[config.mk]
export PLATFORM = sky130hd
export DESIGN_NAME = pipeline_ctrl
export DESIGN_NICKNAME = d
export VERILOG_FILES = /design/src/rtl/pipeline_ctrl.sv
export SDC_FILE = /design/constraint.sdc
export NUM_CORES = 1
export LEC_CHECK = 0
export ABC_AREA = 0
export CORE_ASPECT_RATIO = 2
export CORE_MARGIN = 10
export CORE_UTILIZATION = 30
export DETAILED_ROUTE_END_ITERATION = 10
export HOLD_SLACK_MARGIN = 0.05
export PLACE_DENSITY_LB_ADDON = 0.25
export SLEW_MARGIN = 30
export SYNTH_ARGS = -nofsm -noshare
export SYNTH_HDL_FRONTEND = slang
export SYNTH_SLANG_ARGS = --single-unit
[constraint.sdc]
create_clock -name clk -period 4.6 [get_ports clk]
set_input_delay 0.92 -clock clk [delete_from_list [all_inputs] [get_ports clk]]
set_output_delay 0.92 -clock clk [all_outputs]
set_load 0.03 [all_outputs]
[src/rtl/pipeline_ctrl.sv]
// Hazard, forwarding and halt sequencing controller for the 5-stage pipeline.
// Define PERF_CNT_EN to build the saturating performance counters; otherwise they read 0.
module pipeline_ctrl #(
    parameter int CNT_W = 32
) (
    input  logic             clk,
    input  logic             rst_n,
    input  logic             go,
    input  logic [4:0]       id_rs,
    input  logic [4:0]       id_rt,
    input  logic             id_use_rs,
    input  logic             id_use_rt,
    input  logic             id_hault,
    input  logic [4:0]       ex_rs,
    input  logic [4:0]       ex_rt,
    input  logic [4:0]       ex_rW,
    input  logic             ex_rw_en,
    input  logic             ex_memread,
    input  logic             ex_redirect,
    input  logic [4:0]       mem_rW,
    input  logic             mem_rw_en,
    input  logic [4:0]       wb_rW,
    input  logic             wb_rw_en,
    input  logic             wb_hault,
    output logic             pc_en,
    output logic             ifid_en,
    output logic             ifid_flush,
    output logic             idex_flush,
    output logic             pipe_freeze,
    output logic [1:0]       fwd_a,
    output logic [1:0]       fwd_b,
    output logic             halted,
    output logic [CNT_W-1:0] cycle_cnt,
    output logic [CNT_W-1:0] stall_cnt,
    output logic [CNT_W-1:0] flush_cnt
);

    localparam logic [1:0] RUN   = 2'd0;
    localparam logic [1:0] DRAIN = 2'd1;
    localparam logic [1:0] HALT  = 2'd2;

    logic [1:0] state_q, state_d;
    logic       load_use;

    assign load_use = ex_memread && ex_rw_en && (ex_rW != 5'd0) &&
                      ((id_use_rs && (id_rs == ex_rW)) || (id_use_rt && (id_rt == ex_rW)));

    // EX/MEM has the younger result, so it takes priority over MEM/WB.
    always_comb begin
        fwd_a = 2'd0;
        if (mem_rw_en && (mem_rW != 5'd0) && (mem_rW == ex_rs)) begin
            fwd_a = 2'd1;
        end else if (wb_rw_en && (wb_rW != 5'd0) && (wb_rW == ex_rs)) begin
            fwd_a = 2'd2;
        end
        fwd_b = 2'd0;
        if (mem_rw_en && (mem_rW != 5'd0) && (mem_rW == ex_rt)) begin
            fwd_b = 2'd1;
        end else if (wb_rw_en && (wb_rW != 5'd0) && (wb_rW == ex_rt)) begin
            fwd_b = 2'd2;
        end
    end

    always_comb begin
        state_d     = state_q;
        pc_en       = 1'b1;
        ifid_en     = 1'b1;
        ifid_flush  = 1'b0;
        idex_flush  = 1'b0;
        pipe_freeze = 1'b0;
        case (state_q)
            RUN: begin
                // A redirect squashes the ID instruction, so its stall or halt is moot.
                if (ex_redirect) begin
                    ifid_flush = 1'b1;
                    idex_flush = 1'b1;
                end else if (load_use) begin
                    pc_en      = 1'b0;
                    ifid_en    = 1'b0;
                    idex_flush = 1'b1;
                end else if (id_hault) begin
                    pc_en      = 1'b0;
                    ifid_flush = 1'b1;
                    state_d    = DRAIN;
                end
                if (wb_hault) begin
                    state_d = HALT;
                end
            end
            DRAIN: begin
                pc_en      = 1'b0;
                ifid_flush = 1'b1;
                if (wb_hault) begin
                    state_d = HALT;
                end
            end
            HALT: begin
                pc_en       = 1'b0;
                ifid_en     = 1'b0;
                pipe_freeze = 1'b1;
                if (go) begin
                    state_d = RUN;
                end
            end
            default: state_d = RUN;
        endcase
    end

    always_ff @(posedge clk or negedge rst_n) begin
        if (!rst_n) begin
            state_q <= RUN;
        end else begin
            state_q <= state_d;
        end
    end

    assign halted = (state_q == HALT);

`ifdef PERF_CNT_EN
    localparam logic [CNT_W-1:0] CNT_ONE = {{(CNT_W-1){1'b0}}, 1'b1};
    localparam logic [CNT_W-1:0] CNT_MAX = {CNT_W{1'b1}};

    logic [CNT_W-1:0] cycle_q, stall_q, flush_q;
    logic             run_ev, stall_ev, flush_ev;

    assign run_ev   = (state_q == RUN) || (state_q == DRAIN);
    assign flush_ev = (state_q == RUN) && ex_redirect;
    assign stall_ev = (state_q == RUN) && !ex_redirect && load_use;

    always_ff @(posedge clk or negedge rst_n) begin
        if (!rst_n) begin
            cycle_q <= '0;
            stall_q <= '0;
            flush_q <= '0;
        end else begin
            if (run_ev && (cycle_q != CNT_MAX)) begin
                cycle_q <= cycle_q + CNT_ONE;
            end
            if (stall_ev && (stall_q != CNT_MAX)) begin
                stall_q <= stall_q + CNT_ONE;
            end
            if (flush_ev && (flush_q != CNT_MAX)) begin
                flush_q <= flush_q + CNT_ONE;
            end
        end
    end

    assign cycle_cnt = cycle_q;
    assign stall_cnt = stall_q;
    assign flush_cnt = flush_q;
`else
    assign cycle_cnt = '0;
    assign stall_cnt = '0;
    assign flush_cnt = '0;
`endif

endmodule

# [Word level (Yosys, flattened, before mapping)]
# Index checks and enable logic that the tools add are counted.
# W data, S select, Z words.
[totals] register_bits=2 inputBits=47 out_inout_bits=106
[classes] eq_ne=13 n_mux=26 n_reduce_logical=18
[op_table] cell="$eq A5 B5 Y1" n=6
[op_table] cell="$mux W2" n=10
[op_table] cell="$reduce_bool A5 Y1" n=3
[op_table] cell="$mux W1" n=12
[op_table] cell="$logic_and A1 B1 Y1" n=11
[op_table] cell="$ne A3 B3 Y1 const B" n=3
[op_table] cell="$pmux W1 S2" n=3
[op_table] cell="$pmux W2 S3" n=1
[op_table] cell="$reduce_and A5 Y1" n=1
[op_table] cell="$ne A2 B2 Y1 const B" n=2
[op_table] cell="$eq A2 B1 Y1 const B" n=1
[op_table] cell="$eq A2 B2 Y1 const B" n=1
[op_table] cell="$logic_not A2 Y1" n=1
[op_table] cell="$reduce_or A2 Y1" n=1
[op_table] cell="$logic_or A1 B1 Y1" n=1

# [Logic depth before layout (Yosys ltp)]
# Gate-level depths: netlist (run 1).
[logic_depth] word_depth=8 depth_mapped=8 ltp_nobuf=8

# [Least setup slack after synthesis (run 1)]
# No wires, ideal clock.
[synth_path] path_kind="input to output" from="input port mem_rW[1]" to="output port fwd_a[1]" t_arrival_ps=2857 required_time_ps=3680 slack_ps=823 path_stages=4 path_buffers=0 path_cell_list="or4_1 -> o21ai_0 -> nor4_1 -> nor4_1"
[synth_between] elab_chain_len=4 elab_cells_between_ends=5 classes_between="1 x eq/ne; 1 x mux; 3 x reduce/logical"
[synth_lines] item="start: declaration" line_no="20" text="input logic [4:0] mem_rW,"
[synth_lines] item="$reduce_bool A5 Y1" line_no="51" text="if (mem_rw_en && (mem_rW != 5'd0) && (mem_rW == ex_rs)) begin"
[synth_lines] item="$logic_and A1 B1 Y1" line_no="51"
[synth_lines] item="$logic_and A1 B1 Y1 (*)" line_no="51"
[synth_lines] item="$mux W2 (*)" line_no="51"
[synth_lines] item="end: declaration" line_no="30" text="output logic [1:0] fwd_a,"
# Mark *: on every way between the ends. The rest lies on a longest branch, timed or not.

# [Final worst setup path (run 1)]
[layout_path] from="input port mem_rW[2]" to="output port fwd_a[1]"
# The elaborated chain is that of the path after synthesis.

==> results of run 1 <==
## stage by stage
step | util | setup WS [ns] | hold slack (ns) | std cells
after detailed placement | 0.3676 | 0.3786 | 0.6701 | 282
after global routing | 0.3772 | 0.2370 | 0.7223 | 285
final | 0.3772 | 0.3687 | 0.6632 | 285
after global placement | 0.3676 | 0.3908 | 0.6400 | 282
after floorplan | - | 0.8228 | 0.5851 | 270
after CTS | 0.3772 | 0.3771 | 0.6778 | 285
## power breakdown
group	switching [mW]	internal, mW	leakage (nW)
sequential	0.00410	0.0253	0.0253
combinational	0.265	0.139	0.732
clock	0.0134	0.0553	0.0216
total	0.283	0.219	0.779
## layout by cell type (no fill, tap or decap)
| master | netlist | layout |
|---|---|---|
| a21oi_1 | 1 | 1 |
| a21oi_2 | 1 | 1 |
| a31oi_1 | 1 | 1 |
| clkbuf_8 | 0 | 3 |
| clkdlybuf4s50_1 | 0 | 56 |
| conb_1 | 1 | 96 |
| dfrtp_1 | 2 | 2 |
| ha_1 | 3 | 3 |
| inv_1 | 5 | 5 |
| mux2i_1 | 1 | 1 |
| nand2_1 | 2 | 2 |
| nand3_1 | 4 | 4 |
| nor2_1 | 2 | 2 |
| nor2b_1 | 1 | 1 |
| nor4_1 | 6 | 6 |
| o211ai_2 | 1 | 1 |
| o21a_1 | 3 | 3 |
| o21ai_0 | 4 | 4 |
| o221ai_1 | 1 | 1 |
| o22ai_1 | 1 | 1 |
| o311a_1 | 1 | 1 |
| or4_1 | 5 | 5 |
| or4_4 | 1 | 1 |
| xnor2_1 | 8 | 8 |
| xor2_1 | 22 | 22 |
## worst register-to-register path, cell delays in order (launching register included)
cell and delay [ns]:
dfrtp_1 0.34, inv_1 0.08, ha_1 0.23, inv_1 0.08, o22ai_1 0.12, nor2_1 0.11, nand2_1 0.08, or4_1 0.41
o311a_1 0.13
## cells by family after synthesis
group / Yosys count
AOI/OAI and AO/OA: 14
xor gates and xnor gates: 30
adders and majority gates: 3
buffers and inverters: 103
DFF: 2
muxes: 1
other: 1
and+or+nand+nor: 21
## layout make-up
cell class                 count  share of cell area
timing repair buffer          56              0.3425
clock buffer                   3             0.02523
multi-input combinational    165              0.5489
tap                           54             0.04128
sequential                     2             0.03058
inverter                       5             0.01147
## metal layers
metal | wire [µm] | part of all wire
met5 | 0 | 0
met4 | 0 | 0
met3 | 651 | 0.16
met2 | 2380 | 0.57
met1 | 1119 | 0.27
## worst min path at each step
stage,to,from
final,state_q[0],state_q[0]
after global routing,state_q[0],state_q[0]
after CTS,state_q[0],state_q[0]
after global placement,state_q[0],state_q[0]
after floorplan,state_q[0],state_q[0]
after detailed placement,state_q[0],state_q[0]
==> results.py, run 1 <==
metrics = {
    "clock_tree": {
        "htreeDepth": 1,
        "cts_setup_buffers": 0,
        "cts_root_buf": "clkbuf_8",
        "tritoncts": "done",
        "clock_path_buffers": 2,
        "cts_hold_buf": 0,
        "cts_resized": 0,
        "clkSinkCount": 2,
        "path_clk_slew_ns": 0.03,
        "cts_made_buffers": 3,
        "clk-insertion-delay-late_ns": 0.21,
    },
    "die": {
        "num_rows": 34,
        "fp.dieArea_um2": 7713,
        "core-area_um2": 4339,
        "die_y_um": 114.6,
        "io_pins": 153,
        "start_util": 0.3094,
        "die_w_um": 67.30,
    },
    "worst_setup_path": {
        "r2r_slack_ns": 2.90,
        "rr_worst_depth": 8,
        "slowest_delay_ns": 0.73,
        "crit_end": "fwd_a[1]",
        "cp_slowest_cell": "clkdlybuf4s50_1",
        "critical_path_class": "input port to output port",
        "rr_endpoint": "state_q[1]",
        "path_buf_inv": 2,
        "crit_path_end_kind": "output port",
        "rr_startpoint": "state_q[0]",
        "startpoint": "mem_rW[2]",
        "critPathArrivalTime_ns": 3.31,
        "crit_fanout": 3,
        "cp-start-kind": "input port",
        "cp.depth": 6,
        "path_delay_family": "buffers and inverters",
        "crit_path_cell_trace": "clkdlybuf4s50_1 -> or4_1 -> o21ai_0 -> nor4_1 -> nor4_1 -> clkdlybuf4s50_1",
        "worstPathRequired_ns": 3.68,
    },
    "power_and_ir_drop": {
        "power_density_nw_per_um2": 306.9,
        "ir_worst_vdd_mv": 0.1954,
        "p_leak_nw": 0.7787,
        "total_power_mw": 0.5022,
    },
    "run": {
        "maxCapViolations": 0,
    },
    "synth": {
        "syn_inst": 175,
        "synth_fa_ha_area_frac": 0.02796,
        "synth_edf_count": 0,
        "synth-main-ff-cell": "dfrtp_1",
        "ys_types": 25,
        "syn_area_per_cell_um2": 7.672,
        "synthTopCellsByArea": "buf_4 (54%), xor2_1 (14%), xnor2_1 (5.2%)",
        "synth_top_area_frac": 0.5424,
        "ys_seq_area_frac": 0.03728,
        "synth_top_family_by_area": "buffers and inverters",
        "synth_most_common_cell": "buf_4",
        "synth-simple-area-share": 0.09506,
        "async_flop_share": 1.000,
        "netlist_top_cells_count": "buf_4 (97), xor2_1 (22), xnor2_1 (8), nor4_1 (6)",
        "mappedNetlistArea_um2": 1343,
        "synth-xor-area-share": 0.1957,
        "synth_top_area_cell": "buf_4",
        "ys_warn_count": 0,
        "synth_compound_area_frac": 0.07456,
        "ys_seq_elements": 2,
        "synth_mux_area_frac": 0.007456,
    },
    "place": {
        "dp_hpwl_um": 3960,
        "dpl_cell_area_um2": 1595,
        "globalplace.congestion": 0.8369,
        "port_buffers": 56,
    },
    "global_route": {
        "grt_max_degree": 9,
        "grt_use_met3": 0.03922,
        "grtUsageMet2": 0.1997,
        "busiest_layer": "met2",
        "grt_pass1_wl_um": 5692,
        "grt.overflow.total": 0,
        "grt_use_met1": 0.07022,
        "gr-usage-all-layers": 0.09381,
        "first_global_vias": 1149,
        "antenna_found_initial": 0,
    },
    "route": {
        "viasPerCell": 3.653,
        "vias": 1041,
        "ant_nets": 0,
        "wl_per_cell_um": 14.56,
        "first_pass_iters": 4,
        "drc": 0,
        "drt_iter0_drc": 18,
        "drt-total-wl_um": 4151,
    },
    "layout": {
        "antennaDiodeCount": 0,
        "regMostFlops": "state_q",
        "multi_input_area_um2": 898.4,
        "largest_reg_flops": 2,
        "fillers": 481,
        "biggestRegsByFlops": "state_q (2)",
        "syn_to_final_growth_pct": 21.90,
        "final_cell_area_um2": 1637,
        "fin_nets": 283,
        "drive_above_1_share": 0.02597,
        "final-seq-area_um2": 50.05,
    },
    "run_status": {
        "status": "finished, final reports clean",
    },
    "sta": {
        "min_period_over_period": 0.9198,
        "finalHoldViolCount": 0,
        "slew_viol_final": 0,
        "setup_tns_ns": 0,
        "fmax_mhz": 236.3,
        "finalSetupViolations": 0,
        "period_needed_ns": 4.231,
        "skew_ns": 0.002721,
        "rsz0062_at_grt": "false",
    },
    "worst_hold_path": {
        "hold_depth": 3,
        "hold_path_class": "flop to flop",
    },
}
(Power assumes the default switching activity.)
==> run 2: changes to the inputs <==
CTS_BUF_LIST = sky130_fd_sc_hd__clkbuf_4 sky130_fd_sc_hd__clkbuf_8 sky130_fd_sc_hd__clkbuf_16   (was not set)
==> results of run 2 <==
The final DEF is identical to that of run 1; final timing and power are the same.
==> run 3: changes to the inputs <==
CORE_UTILIZATION = 28   (was 30)
clock period = 4.3 ns   (was 4.6 ns; I/O delays follow)
==> run 3 against run 2 <==
Routed wire length shrank 1.9%; global-route usage shrank 0.46 points; final cell count increased by 0.35%; sequential share of layout area about the same; worst setup slack lost 0.14 ns; die area up 5.4%; first-iteration DRC count increased by 11%; clock-buffer cell count unchanged; final area about the same; utilization shrank 2.4 points; critical path depth unchanged; combinational power up 5.7%; largest power group unchanged.
==> results.py, run 3 (synthesized netlist as in run 1, its figures left out) <==
metrics = {
    "run_status": {
        "status": "finished, final reports clean",
    },
    "global_route": {
        "first_global_vias": 1192,
        "grt_max_degree": 9,
        "grt_pass1_wl_um": 5637,
        "grt.overflow.total": 0,
        "antenna_found_initial": 0,
        "gr-usage-all-layers": 0.08916,
    },
    "power_and_ir_drop": {
        "p_comb_frac": 0.804,
        "pwr-share-seq": 0.060,
        "switching_share": 0.5586,
        "intPower_mw": 0.2343,
        "clkPwrFrac": 0.137,
        "p_switching_mw": 0.2965,
        "ir_worst_vdd_mv": 0.2505,
        "p_leak_nw": 0.7787,
        "power_density_nw_per_um2": 324.1,
    },
    "layout": {
        "layout_common_cells": "conb_1 (96), clkdlybuf4s50_1 (56), xor2_1 (22)",
        "syn_to_final_growth_pct": 21.99,
        "final_common_cell": "conb_1",
        "drive_above_1_share": 0.02597,
        "regMostFlops": "state_q",
        "largest_reg_flops": 2,
        "fin_util": 0.3528,
        "fin_nets": 283,
        "biggestRegsByFlops": "state_q (2)",
        "antennaDiodeCount": 0,
    },
    "sta": {
        "finalSetupViolations": 0,
        "finalHoldViolCount": 0,
        "rsz0062_at_grt": "false",
        "skew_ns": 0.001317,
        "setup_tns_ns": 0,
        "period_needed_ns": 4.071,
        "fmax_mhz": 245.6,
        "min_period_over_period": 0.9468,
        "slew_viol_final": 0,
    },
    "clock_tree": {
        "clk-insertion-delay-late_ns": 0.21,
        "cts_resized": 0,
        "cts_root_buf": "clkbuf_8",
        "path_clk_slew_ns": 0.03,
        "cts_setup_buffers": 0,
        "clock_path_buffers": 2,
        "cts_hold_buf": 0,
        "tritoncts": "done",
        "htreeDepth": 1,
        "cts_made_buffers": 3,
        "clkSinkCount": 2,
    },
    "die": {
        "fp.dieArea_um2": 8133,
        "die_y_um": 117.9,
        "die_w_um": 68.97,
        "io_pins": 153,
        "num_rows": 35,
        "start_util": 0.2892,
        "core-area_um2": 4642,
    },
    "route": {
        "ant_nets": 0,
        "drc": 0,
        "drt_iter0_drc": 20,
        "vias": 1054,
        "first_pass_iters": 4,
        "viasPerCell": 3.685,
        "wl_per_cell_um": 14.23,
        "drt-total-wl_um": 4071,
    },
    "worst_hold_path": {
        "hold_path_class": "flop to flop",
        "hold_depth": 3,
    },
    "place": {
        "globalplace.congestion": 0.8777,
        "dp_hpwl_um": 3883,
        "port_buffers": 56,
    },
    "worst_setup_path": {
        "crit_path_cell_trace": "clkdlybuf4s50_1 -> or4_1 -> o21ai_0 -> nor4_1 -> nor4_1 -> clkdlybuf4s50_1",
        "rr_worst_depth": 8,
        "path_delay_family": "buffers and inverters",
        "crit_fanout": 3,
        "critical_path_class": "input port to output port",
        "cp-start-kind": "input port",
        "slowest_delay_ns": 0.72,
        "worstPathRequired_ns": 3.44,
        "crit_path_end_kind": "output port",
        "critPathArrivalTime_ns": 3.21,
        "cp_slowest_cell": "clkdlybuf4s50_1",
        "path_buf_inv": 2,
        "cp.depth": 6,
    },
    "run": {
        "maxCapViolations": 0,
    },
}
==> run 3: cell counts in the layout (fill, tap and decap cells not counted) <==
Identical to the previous run, type by type.
==> run 3: final cells by class <==
cell class                 count  area, µm²
inverter                       5      18.77
tap                           55      68.82
multi-input combinational    165      898.4
timing repair buffer          56      560.5
sequential                     2      50.05
fill                         500       3004
clock buffer                   3      41.29
==> run 3: metrics by stage <==
stage	power, mW	instance area, µm²	hold slack (ns)	setup slack [ns]	instances
2_1_floorplan	0.3893	1699	0.5644	0.6428	270
3_3_place_gp	0.4603	1597	0.6481	0.2402	283
3_5_place_dp	0.4593	1597	0.6407	0.2353	283
4_1_cts	0.5362	1638	0.6470	0.2145	286
5_1_grt	0.5665	1638	0.6938	0.06534	286
6_report	0.5308	1638	0.6367	0.2287	286
==> run 3: per-layer routing <==
metal / GRT usage / wire length [µm] / share of wire
met1: 0.06866 / 1129 / 0.28
met2: 0.1751 / 2201 / 0.54
met3: 0.03908 / 701 / 0.17
met4: 0.02978 / 38 / 0.0093
met5: 0 / 0 / 0
==> run 3: power groups by stage <==
stage	combinational [mW]	clock, mW	sequential [mW]
2_1_floorplan	0.359	0	0.0305
3_3_place_gp	0.428	0	0.0320
3_5_place_dp	0.427	0	0.0322
4_1_cts	0.429	0.0753	0.0320
5_1_grt	0.456	0.0778	0.0323
6_report	0.427	0.0725	0.0317
==> run 3: worst paths after layout <==
path	startpoint	end	slack [ns]
max reg2reg	state_q[1]	state_q[1]	2.63
min in group asynchronous	rst_n	state_q[1]	0.82
max	mem_rW[2]	fwd_b[1]	0.23
min	state_q[0]	state_q[0]	0.64
min reg2reg	state_q[0]	state_q[0]	0.64
max in group asynchronous	rst_n	state_q[0]	3.35
==> run 3: worst min-delay path: stages, from the launching register on <==
cell	delay (ns)
dfrtp_1	0.34
inv_1	0.07
o21ai_0	0.08
o21a_1	0.12
